**src/rtl/pipe_hazard_ctrl.sv**
```systemverilog
// pipe_hazard_ctrl: pipeline enable/flush control for the 5-stage CPU.
// Resolves load-use stalls, taken-branch flushes and data-memory waits, and traps
// memory accesses that stay stuck in WAIT for longer than MEM_TIMEOUT cycles.
// Optional performance counters are built only when HAZ_PERF_EN is defined;
// otherwise stall_cycles/flush_count are tied to zero.
module pipe_hazard_ctrl #(
   parameter int unsigned REG_W       = 5,
   parameter int unsigned MEM_TIMEOUT = 15,
   parameter int unsigned CNT_W       = 16
) (
   input  logic             clock,
   input  logic             reset,
   input  logic [REG_W-1:0] id_rs,
   input  logic [REG_W-1:0] id_rt,
   input  logic             id_use_rs,
   input  logic             id_use_rt,
   input  logic [REG_W-1:0] ex_rw,
   input  logic             ex_is_load,
   input  logic             br_taken,
   input  logic             mem_req,
   input  logic             mem_ready,
   output logic             pc_en,
   output logic             ifid_en,
   output logic             ifid_flush,
   output logic             idex_en,
   output logic             idex_flush,
   output logic             exmem_en,
   output logic             memwb_bubble,
   output logic             mem_err,
   output logic [CNT_W-1:0] stall_cycles,
   output logic [CNT_W-1:0] flush_count
);

   // Wide enough to hold MEM_TIMEOUT itself; the counter never goes past it.
   localparam int unsigned WcW = (MEM_TIMEOUT < 1) ? 1 : $clog2(MEM_TIMEOUT + 1);
   localparam logic [WcW-1:0] WcMax = WcW'(MEM_TIMEOUT);
   localparam logic [WcW-1:0] WcOne = WcW'(1);

   typedef enum logic [1:0] {
      StRun  = 2'd0,
      StWait = 2'd1,
      StErr  = 2'd2
   } state_e;

   state_e         state_q, state_d;
   logic [WcW-1:0] wait_cnt_q, wait_cnt_d;
   logic           mem_err_q, mem_err_d;

   logic rs_hit;
   logic rt_hit;
   logic lu;
   logic memstall;
   logic in_err;

   // Hazard detection on the raw stage information.
   always_comb begin
      rs_hit   = id_use_rs & (id_rs == ex_rw);
      rt_hit   = id_use_rt & (id_rt == ex_rw);
      lu       = ex_is_load & (ex_rw != '0) & (rs_hit | rt_hit);
      memstall = mem_req & ~mem_ready;
      in_err   = (state_q == StErr);
   end

   // Pipeline controls: ERR > memstall > branch flush > load-use.
   always_comb begin
      pc_en        = 1'b1;
      ifid_en      = 1'b1;
      ifid_flush   = 1'b0;
      idex_en      = 1'b1;
      idex_flush   = 1'b0;
      exmem_en     = 1'b1;
      memwb_bubble = 1'b0;
      if (in_err || memstall) begin
         // Freeze everything upstream of MEM; MEM/WB drains a bubble.
         pc_en        = 1'b0;
         ifid_en      = 1'b0;
         idex_en      = 1'b0;
         exmem_en     = 1'b0;
         memwb_bubble = 1'b1;
      end else if (br_taken) begin
         // IF and ID hold wrong-path instructions, so any load-use on ID is moot.
         ifid_flush = 1'b1;
         idex_flush = 1'b1;
      end else if (lu) begin
         // Hold PC and IF/ID one cycle, insert a single bubble into EX.
         pc_en      = 1'b0;
         ifid_en    = 1'b0;
         idex_flush = 1'b1;
      end
   end

   // Memory-wait watchdog: next state, wait counter and sticky trap flag.
   always_comb begin
      state_d    = state_q;
      wait_cnt_d = wait_cnt_q;
      mem_err_d  = mem_err_q;
      unique case (state_q)
         StRun: begin
            if (memstall) begin
               state_d    = StWait;
               wait_cnt_d = WcOne;
            end
         end
         StWait: begin
            if (!memstall) begin
               // Ready seen, or the request went away: the pipeline moves this cycle.
               state_d    = StRun;
               wait_cnt_d = '0;
            end else if (wait_cnt_q == WcMax) begin
               state_d   = StErr;
               mem_err_d = 1'b1;
            end else begin
               wait_cnt_d = wait_cnt_q + WcOne;
            end
         end
         StErr: begin
            // Only reset leaves ERR.
            state_d   = StErr;
            mem_err_d = 1'b1;
         end
         default: begin
            state_d    = StRun;
            wait_cnt_d = '0;
         end
      endcase
   end

   // Watchdog state registers with synchronous reset.
   always_ff @(posedge clock) begin
      if (reset) begin
         state_q    <= StRun;
         wait_cnt_q <= '0;
         mem_err_q  <= 1'b0;
      end else begin
         state_q    <= state_d;
         wait_cnt_q <= wait_cnt_d;
         mem_err_q  <= mem_err_d;
      end
   end

   assign mem_err = mem_err_q;

`ifdef HAZ_PERF_EN
   logic [CNT_W-1:0] stall_q, stall_d;
   logic [CNT_W-1:0] flush_q, flush_d;

   // Saturating counters: stalled cycles (pc held) and accepted branch flushes.
   always_comb begin
      stall_d = stall_q;
      flush_d = flush_q;
      if (!pc_en && (stall_q != '1)) begin
         stall_d = stall_q + CNT_W'(1);
      end
      if (ifid_flush && (flush_q != '1)) begin
         flush_d = flush_q + CNT_W'(1);
      end
   end

   // Counter registers, cleared by reset.
   always_ff @(posedge clock) begin
      if (reset) begin
         stall_q <= '0;
         flush_q <= '0;
      end else begin
         stall_q <= stall_d;
         flush_q <= flush_d;
      end
   end

   assign stall_cycles = stall_q;
   assign flush_count  = flush_q;
`else
   assign stall_cycles = '0;
   assign flush_count  = '0;
`endif

endmodule
```
**config.mk**
```make
export PLATFORM = sky130hd
export DESIGN_NAME = pipe_hazard_ctrl
export DESIGN_NICKNAME = d
export VERILOG_FILES = /design/src/rtl/pipe_hazard_ctrl.sv
export SDC_FILE = /design/constraint.sdc
export NUM_CORES = 1
export LEC_CHECK = 0
export CORE_MARGIN = 3
export CORE_UTILIZATION = 29
export CTS_CLUSTER_DIAMETER = 80
export DETAILED_ROUTE_END_ITERATION = 7
export PLACE_DENSITY = 0.8
export SYNTH_ARGS = -nofsm -noshare
export SYNTH_HDL_FRONTEND = slang
export SYNTH_SLANG_ARGS = --single-unit
```
**constraint.sdc**
```tcl
create_clock -name clock -period 1.5 [get_ports clock]
set_input_delay 0.3 -clock clock [delete_from_list [all_inputs] [get_ports clock]]
set_output_delay 0.3 -clock clock [all_outputs]
set_load 0.01 [all_outputs]
```
# After elaboration in Yosys (flattened, before gate mapping)
# Cells that the tools add are included.
# op_classes
n_addsub	1
n_eq_ne	10
mux	21
bitwise	8
n_reduce_logical	7
# ops
op	count
1-bit 2-to-1 mux	12
4-bit 2-to-1 mux	3
4-bit one-hot mux with 3 select lines	1
5-bit == test	2
2-bit 2-to-1 mux	3
2-bit inequality test, second input constant	3
3-bit inequality test, second input constant	2
2-bit one-hot mux with 3 select lines	1
3-bit AND reduction	2
1-bit bitwise AND	5
5-bit nonzero test	1
4-bit by 1-bit adder with 4-bit output, second input constant	1
4-bit == test, second input constant	1
2-bit by 1-bit == test with 1-bit output, second input constant	1
2-bit == test, second input constant	1
2-bit logical NOT	1
1-bit inverter	2
1-bit one-hot mux with 2 select lines	1
2-bit AND reduction	1
2-bit nonzero test	1
1-bit logical OR	1
1-bit bitwise OR	1
# totals
regBits	7
inputBits	23
out_inout_bits	40
wordCells	50

# Logic depth before layout (Yosys ltp)
# Gate-level depths: netlist (run 1).
# logic_depth
ltp_word	7
depth_mapped	5
ltp_nobuf	5

# Worst setup path before layout (run 1)
# No wires, ideal clock.
# synth_path
path_type	flip-flop to output port
from	register state_q[0]
to	output idex_flush
t_arrival_ns	1.363
t_required_ns	1.200
slack_ns	-0.163
stages_incl_launch_ff	5
path_buffers	0
path_cell_list	dfxtp_1 nor2b_1 a21oi_1 inv_1 o31ai_1
# synth_via
elab_chain_cells	3
# synth_lines
element	line_no	text
from (decl)	45	state_e state_q, state_d;
from (signal assigned)	131	state_q <= StRun;
from (signal assigned)	135	state_q <= state_d;
2-bit == test	61	in_err = (state_q == StErr);
1-bit logical OR	73	if (in_err || memstall) begin
1-bit 2-to-1 mux	73	
to (decl)	26	output logic idex_flush,
# No other way between the ends.

# Worst setup path in the final report (run 1)
# layout_path
from	input id_rs[1]
to	output pc_en
# layout_via
elab_chain_cells	7
# layout_lines
element	line_no	text
from (decl)	13	input logic [REG_W-1:0] id_rs,
5-bit == test	57	rs_hit = id_use_rs & (id_rs == ex_rw);
1-bit bitwise AND	57	
1-bit bitwise OR	59	lu = ex_is_load & (ex_rw != '0) & (rs_hit | rt_hit);
1-bit bitwise AND	59	
1-bit 2-to-1 mux	84	end else if (lu) begin
1-bit 2-to-1 mux	80	end else if (br_taken) begin
1-bit 2-to-1 mux	73	
to (decl)	22	output logic pc_en,
# No other way between the ends.

==> impl_metrics.toml, run 1 <==
[timing]
fin_setup_tns_ns = -0.6687
setup_ws_ns = -0.2250
fin_skew_ns = 0.0007910
slew_violations = 0
holdWs_ns = 0.4484
finalSetupViolCount = 3
layout_min_cycle_time_ns = 1.725
rsz0062_at_grt = "yes"
hold_viol = 0
min_period_over_period_pct = 115.0
fmax_mhz = 579.7

[critical_path]
cp-end-kind = "output pin"
criticalPathCategory = "in2out"
required_ns = 1.20
cp_num_buf_inv = 2
cpMaxStageDelayCell = "nor4_2"
cpPeakStageDelay_ns = 0.29
critPathLaunchType = "input port"
critPathTopFamily = "compound AO/OA/AOI/OAI gates"
worstReg2RegStart = "state_q[1]"
crit_start = "id_rs[1]"
cp_cell_sequence = "buf_6 -> xor2_2 -> nor4_2 -> a32oi_2 -> o31a_1 -> buf_2"
crit_path_max_fanout = 2
worstPathArrival_ns = 1.42

[synthesis]
synth_area_um2 = 743.2
synth_cell_types = 28
synth-seq-area-share_pct = 18.86
yosysWarnings = 0
avgSynthCellArea_um2 = 7.823
ys_top_cells_by_area = "buf_4, dfxtp_1, xor2_1, a21oi_1, inv_1"
postSynthRegisterBits = 7
synthCells = 95
yosysTopAreaCell = "buf_4"
synth_top_area_share_pct = 34.34

[clock_tree]
clock-root-buffer = "clkbuf_4"
clkTransAtPathRegs_ns = 0.05
clock_latency_ns = 0.25
cts_buffer_depth = 2
cts_hold_buf = 0
cts.sinks = 7
cts_tree = "yes"
cts_buffers = 3
h-tree-depth = 1

[final_layout]
fin_util_pct = 47.60
syn_to_final_growth_pct = 48.49
finalNetCount = 163
drive_gt1_share_pct = 36.23
n_fill_cell = 233
diodes = 0

[power]
ir_worst_vdd_uv = 531.1
power_mw = 0.5781
p_leak_nw = 0.5189
p_per_area_mw_per_mm2 = 523.9
p_int_mw = 0.3902
clkPwrFrac_pct = 29.9
power_switching_mw = 0.1879
combinationalPowerShare_pct = 36.6
swShare_pct = 32.50
p_seq_share_pct = 33.5

[drt]
drt_wl_total_mm = 2.095
drt_iter0_markers = 9
drc = 0
wire_per_inst_um = 12.62
num_vias = 720
antenna_left = 0
via_per_inst = 4.337
firstDrtPassIters = 4

[worst_hold_path]
hold_class = "reg2reg"
hold_start = "mem_err"

[placement]
place_congestion = 0.8090
dpl.hpwl_mm = 1.632
pre_cts_slack_ns = -1.029
port_buffers = 30

[flow_run]
maxCapViolCount = 0

[global_route]
grt_max_degree = 8
grt_remaining_overflow = 0
antenna_found_initial = 0
grt_pass1_vias = 669
grt_pass1_wl_mm = 3.270
track_usage_pct = 13.04

[floorplanning]
fp.dieH_um = 56.63
num_io_pins = 63
die_w_um = 56.63
num_rows = 17
core_area_mm2 = 0.002318
die-area_mm2 = 0.003206
start_util_pct = 32.06

[run_status]
violations = "setup timing"
status = "finished, violations left"
[worst min-delay path, stage by stage (launching register included)]
cell	delay [ns]
dfxtp_1	0.30
inv_1	0.05
a21oi_1	0.05
[cells by family after synthesis]
group / share of synthesized area [%]
DFF: 18.85
xor gates and xnor gates: 11.79
AOI/OAI and AO/OA: 11.95
other: 0.5046
adders and majority gates: 1.683
and+or+nand+nor: 18.35
buffers and inverters: 36.87
[stage by stage]
stage / instance area [um2] / cells
after global placement: 1011 / 159
final: 1104 / 166
after detailed placement: 1011 / 159
after CTS: 1033 / 163
after floorplan: 863.3 / 126
after global routing: 1104 / 166
[cell usage in the layout (no fill, tap or decap), drive strengths merged]
master and n:
conb 32, buf 29, xor2 8, a21oi 7, dfxtp 7, clkdlybuf4s50 6, nor2 5, dlygate4sd2 5
inv 5, o21ai 4, clkbuf 4, nand2 3, nor2b 2, nor4 2, nand4 2, clkdlybuf4s15 2
xnor2 2, and2 1, a32oi 1, or4 1, o31a 1, o31ai 1, nor3b 1, nand4bb 1
or3b 1, nor3 1, a41oi 1, nand3 1, or3 1, ha 1
[layout make-up]
class / instances / area, um2 / share of cell area (%)
flip-flops and latches: 7 / 143.9 / 13.04
inverters: 5 / 18.77 / 1.701
repair buffers: 42 / 356.6 / 32.31
multi-input cells: 80 / 523.0 / 47.39
clock buffers: 4 / 26.28 / 2.381
well taps: 28 / 35.03 / 3.175
[Yosys cell counts]
cell	number
and2_0	1
o21ai_0	3
nor3_1	1
nand2_1	3
a21oi_1	7
ha_1	1
xnor2_1	2
or3b_1	1
o21ai_1	1
nand4bb_1	1
o31a_1	1
nand3_1	1
a32oi_1	1
xor2_1	8
nor2b_1	2
a41oi_1	1
inv_1	5
buf_4	34
nor2_1	5
nand4_1	2
dfxtp_1	7
or3_1	1
nor3b_2	1
nor4_2	1
conb_1	1
or4_1	1
nor4_1	1
o31ai_1	1
[registers in the layout, indices dropped and copies added (netlist names)]
signal      count
mem_err         1
wait_cnt_q      4
state_q         2
[routing by layer]
metal / track usage, % / up-vias / share of wire (%)
met5: 0 / - / 0
met4: 2.034 / 0 / 0.48
met3: 1.379 / 2 / 6.0
met2: 26.40 / 34 / 59
met1: 14.34 / 344 / 34
li1: - / 340 / -
[power by group through the flow]
stage	clock [mW]	combinational, mW	sequential, mW
after detailed placement	0	0.201	0.196
after global routing	0.190	0.230	0.194
after floorplan	0	0.151	0.196
final	0.173	0.212	0.194
after global placement	0	0.197	0.196
after CTS	0.181	0.192	0.193
[path summary, 6_finish.rpt]
kind                         to  slack [ns]  depth (start not counted)
setup / recovery          pc_en       -0.22                          6
hold / removal          mem_err        0.45                          2
setup reg to reg  wait_cnt_q[2]        0.13                          5
hold reg to reg         mem_err        0.45                          2
[what timing repair did]
| action | 4_1_cts | 5_1_grt |
|---|---|---|
| buffers inserted | 0 | 3 |
| endpoints found under the setup margin | 8 | 11 |
| pin swaps | 16 | 3 |
| gates resized for setup | 92 | 18 |
Note: power is estimated with default switching activity, not from simulation.
==> run 2, diff against run 1 <==
- PLACE_DENSITY: 0.8 -> 0.88
==> run 2 against run 1 <==
Compared with the run above:
- worst hold slack improved by 0.0020 ns
- first-iteration DRC count increased by 44%
- via count decreased by 4.2%
- global-route usage decreased by 1.7 points
- core utilization decreased by 1.5 points
- sequential power about the same
- largest power group unchanged
- the flow still finishes with violations (setup timing)
- clock-buffer cell count unchanged
- setup slack got worse by 0.065 ns
- fmax decreased by 3.6%
- die area unchanged
- wire length decreased by 7.4%
==> impl_metrics.toml, run 2 (synthesis results as in run 1) <==
[drt]
wire_per_inst_um = 11.75
drt_wl_total_mm = 1.939
drt_iter0_markers = 13
antenna_left = 0
firstDrtPassIters = 4
drc = 0
num_vias = 690
via_per_inst = 4.182

[timing]
slew_violations = 0
hold_viol = 0
fin_setup_tns_ns = -0.8461
fin_skew_ns = 0.007039
finalSetupViolCount = 3
rsz0062_at_grt = "yes"
layout_min_cycle_time_ns = 1.790
min_period_over_period_pct = 119.3
fmax_mhz = 558.8
setup_ws_ns = -0.2897

[clock_tree]
cts_buffer_depth = 2
clkTransAtPathRegs_ns = 0.05
cts.sinks = 7
cts_buffers = 3
clock_latency_ns = 0.25
cts_hold_buf = 0
h-tree-depth = 1
clock-root-buffer = "clkbuf_4"
cts_tree = "yes"

[critical_path]
required_ns = 1.20
worstPathArrival_ns = 1.49
rr_worst_depth = 5
r2r_slack_ns = 0.16
critPathLaunchType = "input port"
criticalPathCategory = "in2out"
r2r_end = "wait_cnt_q[3]"
cp-end-kind = "output pin"
crit_path_max_fanout = 2
worstReg2RegStart = "wait_cnt_q[1]"

[final_layout]
n_fill_cell = 236
largest_reg_flops = 4
fin_util_pct = 46.14
diodes = 0
syn_to_final_growth_pct = 43.94
finalNetCount = 162
drive_gt1_share_pct = 34.31
top_register = "wait_cnt_q"
design_area_mm2 = 0.001070
final_common_cell = "conb_1"
mostFrequentLayoutCells = "conb_1, buf_4, buf_2"
instances_no_fill = 165

[floorplanning]
die-area_mm2 = 0.003206
core_area_mm2 = 0.002318
start_util_pct = 32.06
die_w_um = 56.63
fp.dieH_um = 56.63
num_io_pins = 63
num_rows = 17

[worst_hold_path]
hold_start = "mem_err"
hold_depth = 2
holdPathEnd = "mem_err"
hold_class = "reg2reg"

[global_route]
grt_pass1_wl_mm = 2.835
antenna_found_initial = 0
grt_remaining_overflow = 0
grt_max_degree = 8
grt_pass1_vias = 670
track_usage_pct = 11.29

[power]
p_leak_nw = 0.5058
p_per_area_mw_per_mm2 = 533.7
power_mw = 0.5709
ir_worst_vdd_uv = 393.4

[placement]
port_buffers = 30
dpl-instance-area_mm2 = 0.001018
dpl.cell_count = 160
place_congestion = 0.8682

[flow_run]
maxCapViolCount = 0

[run_status]
violations = "setup timing"
status = "finished, violations left"
-- run 2: changes by cell type in the layout (fill, tap and decap cells not counted), sizes merged --
| cell | before | now |
|---|---|---|
| buf | 29 | 26 |
| clkbuf | 4 | 6 |
| clkdlybuf4s15 | 2 | 1 |
| dlygate4sd2 | 5 | 6 |
-- run 2: final cells by class --
| cell class | instances | area, um2 | area share (%) |
|---|---|---|---|
| tap | 28 | 35.03 | 3.275 |
| clock buffer | 4 | 26.28 | 2.456 |
| timing repair buffer | 41 | 330.3 | 30.88 |
| sequential | 7 | 142.6 | 13.33 |
| multi-input combinational | 80 | 516.7 | 48.30 |
| inverter | 5 | 18.77 | 1.754 |
-- run 2: worst max-delay path, cell delays in order --
cell and delay [ns]:
dlygate4sd2_1 0.25, xor2_1 0.17, nor4_4 0.18, a32oi_2 0.17, o31a_1 0.28, buf_2 0.14
-- run 2: how the worst max path moves through the flow --
stage,startpoint,cells after the start,end
after floorplan,ex_rw[3],5,pc_en
after global placement,ex_rw[3],6,idex_flush
after detailed placement,ex_rw[3],6,idex_flush
after CTS,id_rs[1],6,pc_en
after global routing,id_rs[3],6,pc_en
final,id_rs[3],6,pc_en
-- run 2: timing repair --
action                     4_1_cts  5_1_grt
setup endpoints to repair        7       12
pin swaps                       14        2
setup buffers                    0        1
gates resized for setup         83       15
-- run 2: report_power, final --
part	switching, mW	leakage (nW)	internal (mW)	total (mW)
combinational	0.113	0.433	0.0926	0.206
clock	0.0701	0.0150	0.102	0.172
sequential	0.00377	0.0576	0.190	0.194
-- run 2: metal layers --
| layer | vias to the layer above | GRT usage [%] | share of wire, % |
|---|---|---|---|
| met5 | - | 0 | 0 |
| met4 | 0 | 7.119 | 1.7 |
| met3 | 4 | 2.069 | 7.7 |
| met2 | 41 | 20.79 | 56 |
| met1 | 309 | 11.45 | 35 |
| li1 | 336 | - | - |
-- run 2: stage by stage --
| step | hold WS, ns | setup slack [ns] |
|---|---|---|
| after detailed placement | 0.4442 | -1.058 |
| final | 0.4504 | -0.2897 |
| after floorplan | 0.3691 | -0.1203 |
| after global placement | 0.4363 | -0.9810 |
| after global routing | 0.4995 | -0.3766 |
| after CTS | 0.4530 | -0.2293 |
==> run 3, diff against run 2 <==
- PLACE_DENSITY: 0.88 -> 0.76
==> run 3 against run 2 <==
Compared with the run above:
- the flow still finishes with violations (setup timing)
- combinational power about the same
- sequential share of layout area decreased by 0.11 points
- fmax rose by 1.8%
- clock skew is essentially flat
- sequential power about the same
- critical path type unchanged
- critical endpoint unchanged
==> impl_metrics.toml, run 3 (synthesis results as in run 1) <==
[global_route]
grt_pass1_vias = 630
grt_remaining_overflow = 0
antenna_found_initial = 0
track_usage_pct = 11.51
grt_max_degree = 8
grt_pass1_wl_mm = 2.904

[clock_tree]
clkTransAtPathRegs_ns = 0.05
cts_buffer_depth = 2
cts_hold_buf = 0
clock_latency_ns = 0.25
cts_tree = "yes"
cts_buffers = 3
cts.sinks = 7
h-tree-depth = 1
clock-root-buffer = "clkbuf_4"

[critical_path]
crit_start = "id_rs[1]"
r2r_slack_ns = 0.16
crit_path_max_fanout = 2
cpMaxStageDelayCell = "nor4_2"
r2r_end = "wait_cnt_q[1]"
criticalPathCategory = "in2out"
cp_cell_sequence = "buf_6 -> xor2_2 -> nor4_2 -> a32oi_2 -> o31a_1 -> buf_2"
cpPeakStageDelay_ns = 0.29
worstReg2RegStart = "wait_cnt_q[1]"
critPathLaunchType = "input port"
cp-end-kind = "output pin"
required_ns = 1.20
rr_worst_depth = 6
worstPathArrival_ns = 1.46

[drt]
antenna_left = 0
via_per_inst = 4.212
wire_per_inst_um = 11.75
drt_iter0_markers = 21
drt_wl_total_mm = 1.938
drc = 0
num_vias = 695
firstDrtPassIters = 4

[run_status]
violations = "setup timing"
status = "finished, violations left"

[placement]
dpl.cell_count = 158
dpl-instance-area_mm2 = 0.001003
pre_cts_slack_ns = -1.052
port_buffers = 30
place_congestion = 0.7891
dpl.hpwl_mm = 1.612

[power]
p_leak_nw = 0.5036
power_mw = 0.5672
p_per_area_mw_per_mm2 = 525.9
ir_worst_vdd_uv = 347.8

[final_layout]
drive_gt1_share_pct = 35.04
syn_to_final_growth_pct = 45.12
design_area_mm2 = 0.001079
top_register = "wait_cnt_q"
largest_reg_flops = 4
diodes = 0
mostFrequentLayoutCells = "conb_1, buf_2, buf_4"
finalNetCount = 162
instances_no_fill = 165
n_fill_cell = 230
fin_util_pct = 46.52
final_common_cell = "conb_1"

[timing]
slew_violations = 0
fmax_mhz = 568.8
finalSetupViolCount = 3
layout_min_cycle_time_ns = 1.758
setup_ws_ns = -0.2579
fin_skew_ns = 0.006795
hold_viol = 0
min_period_over_period_pct = 117.2
rsz0062_at_grt = "yes"

[floorplanning]
die-area_mm2 = 0.003206
num_io_pins = 63
start_util_pct = 32.06
core_area_mm2 = 0.002318
die_w_um = 56.63
num_rows = 17
fp.dieH_um = 56.63

[worst_hold_path]
holdPathEnd = "mem_err"
hold_start = "mem_err"
hold_class = "reg2reg"
hold_depth = 2

[flow_run]
maxCapViolCount = 0
## run 3: layout make-up
type                            count  area, um2  area share [%]
Clock buffer                        4      26.28           2.436
Inverter                            5      18.77           1.740
Multi-Input combinational cell     80      515.5           47.80
Sequential cell                     7      142.6           13.23
Tap cell                           28      35.03           3.248
Timing Repair Buffer               41      340.3           31.55
## run 3: worst max-delay path: cells and delay by family
family                 cells  cell delay [ns]
AO/OA/AOI/OAI              2             0.46
AND/OR/NAND/NOR            1             0.29
buffers and inverters      2             0.24
XOR/XNOR                   1             0.16
## run 3: timing repair
item	4_1_cts	5_1_grt
setup buffers	0	3
gates resized for setup	85	18
cloned	0	0
pin swaps	17	2
setup endpoints to repair	7	12
## run 3: stage by stage
step                hold slack (ns)  setup TNS, ns
finish                       0.4419        -0.7319
global route                 0.4818        -0.9823
CTS                          0.4484        -0.6910
detailed placement           0.4406         -5.994
global placement             0.4394         -5.647
floorplan                    0.3691        -0.1354
## run 3: worst max-delay path by stage
| stage | to | slack, ns | cells past startpoint |
|---|---|---|---|
| 2_1_floorplan | pc_en | -0.12 | 5 |
| 3_3_place_gp | idex_flush | -1.00 | 6 |
| 3_5_place_dp | idex_flush | -1.05 | 6 |
| 4_1_cts | pc_en | -0.24 | 6 |
| 5_1_grt | pc_en | -0.33 | 6 |
| 6_report | pc_en | -0.26 | 6 |
## run 3: layer usage
metal | track usage [%] | part of all wire, % | up-vias
met2 | 23.93 | 59 | 40
met4 | 4.068 | 3.4 | 0
met1 | 10.99 | 31 | 311
li1 | - | - | 337
met5 | 0 | 0 | -
met3 | 1.609 | 6.3 | 7
## run 3: where the power goes
group	total [mW]	internal, mW	switching, mW
sequential	0.194	0.190	0.00380
combinational	0.204	0.0941	0.110
clock	0.169	0.101	0.0680
total	0.567	0.385	0.182
==> RTL change, RTL diff (flow settings as in run 3) <==
Set the parameter `REG_W` to 10 (it was 5).
--- a/src/rtl/pipe_hazard_ctrl.sv
+++ b/src/rtl/pipe_hazard_ctrl.sv
@@ -4,7 +4,7 @@
 // Optional performance counters are built only when HAZ_PERF_EN is defined;
 // otherwise stall_cycles/flush_count are tied to zero.
 module pipe_hazard_ctrl #(
-   parameter int unsigned REG_W       = 5,
+   parameter int unsigned REG_W       = 10,
    parameter int unsigned MEM_TIMEOUT = 15,
    parameter int unsigned CNT_W       = 16
 ) (
Ports: changed (resized ex_rw, id_rs and id_rt); port bits go from 63 to 78. No check against the original RTL was run, so the function may have changed too.
==> RTL change against run 3 <==
  * The flow still finishes with violations (negative setup slack)
  * Count of clock-buffer cells in the layout unchanged
  * Global-route usage down 0.095 points
  * Total power up 19%
  * Synthesized area up 18%
  * Final area up 33%
  * Core utilization up 4.6 points
  * First-iteration DRC count down 4.8%
  * Sequential share of layout area down 3.4 points
  * Sequential cell count unchanged
  * Wire length up 18%
  * Worst setup slack better by 0.12 ns
  * Combinational power up 55%
  * Critical path type unchanged
==> RTL change: results (changes against run 3) <==
num-nonclk-buffers: 54  # was 41
drive_gt1_share_pct: 44.9  # was 35.0%
worstPathArrival_ns: 1.34  # was 1.46 ns
gp_congestion: 0.750  # was 0.789
clkCellAreaFrac_pct: 1.83  # was 2.44%
seq_area_frac_synth_pct: 16.0  # was 18.9%
ff2ff_setup_slack_ns: 0.06  # was 0.16 ns
num-multi-input-gates: 97  # was 80
ys_types: 26  # was 28
grt_pass1_wl_mm: 3.19  # was 2.90 mm
synthTopCellsByCount: "buf_4 (34), xnor2_1 (20), a21oi_1 (7), dfxtp_1 (7), nor2_1 (7)"  # was buf_4 (34), xor2_1 (8), a21oi_1 (7), dfxtp_1 (7)
setup_viol: 3  # unchanged
grt_usage_pct: 11.4  # was 11.5%
critPathMaxStageDelay_ns: 0.21  # was 0.29 ns
fillers: 257  # was 230
timing.rr.end: "wait_cnt_q[3]"  # was wait_cnt_q[1]
clock-skew-final_ns: 0.000992  # was 0.00680 ns
crit_slowest_cell: "o21a_1"  # was nor4_2
seq-cell-share_pct: 9.86  # was 13.2%
fin_nets: 207  # was 162
synth_compound_area_share_pct: 9.29  # was 12.0%
vias_per_cell: 4.28  # was 4.21
dp_hpwl_mm: 1.88  # was 1.61 mm
ir_drop_v: 0.000191  # was 0.000348 V
grt_max_degree: 8  # unchanged
synthAdderAreaFrac_pct: 1.43  # was 1.68%
dpl_cell_area_um2: 1290  # was 1000 um2
total_leakage_power_nw: 0.686  # was 0.504 nW
whs_ns: 0.452  # was 0.442 ns
multiInputGateArea_um2: 736  # was 515 um2
buf_share_pct: 33.0  # was 31.6%
routedWlPerCell_um: 11.5  # was 11.7 um
synth_xor_xnor_area_share_pct: 20.0  # was 11.8%
cts_sinks: 7  # unchanged
yosys-top-cells-area: "buf_4 (29%), xnor2_1 (20%), dfxtp_1 (16%)"  # was buf_4 (34%), dfxtp_1 (19%), xor2_1 (9.4%)
fin_ws_ns: -0.139  # was -0.258 ns
status: "finished, violations left"  # unchanged
critical_path.startpoint: "id_rt[6]"  # was id_rs[1]
violations: "negative setup slack"  # unchanged
drt_iter0_drc: 20  # was 21
grt_pass1_vias: 773  # was 630
power_density_nw_per_um2: 471  # was 526 nW/um2
[RTL change: through the flow]
step	power (mW)	cells	setup TNS, ns	setup slack [ns]
floorplan	0.377	143	0	0.00569
global placement	0.472	194	-5.38	-0.942
detailed placement	0.474	194	-5.49	-0.968
CTS	0.651	198	-0.368	-0.144
global route	0.720	198	-0.764	-0.249
finish	0.675	198	-0.339	-0.139
[RTL change: per-layer routing]
layer  wire length (um)  GRT usage, %  part of all wire [%]  up-vias
met5                  0             0                     0        -
met2               1280          20.3                    56       38
li1                   -             -                     -      429
met3                161          2.13                   7.1        6
met4                 58          6.50                   2.5        0
met1                783          12.6                    34      374
[RTL change: timing repair]
item,4_1_cts,5_1_grt
endpoints found under the setup margin,8,9
gates resized for setup,184,15
cloned,0,0
setup buffers,0,0
pin swaps,31,5
[RTL change: report_power, final]
group | switching, mW | internal (mW)
sequential | 0.00228 | 0.189
combinational | 0.141 | 0.175
clock | 0.0667 | 0.101
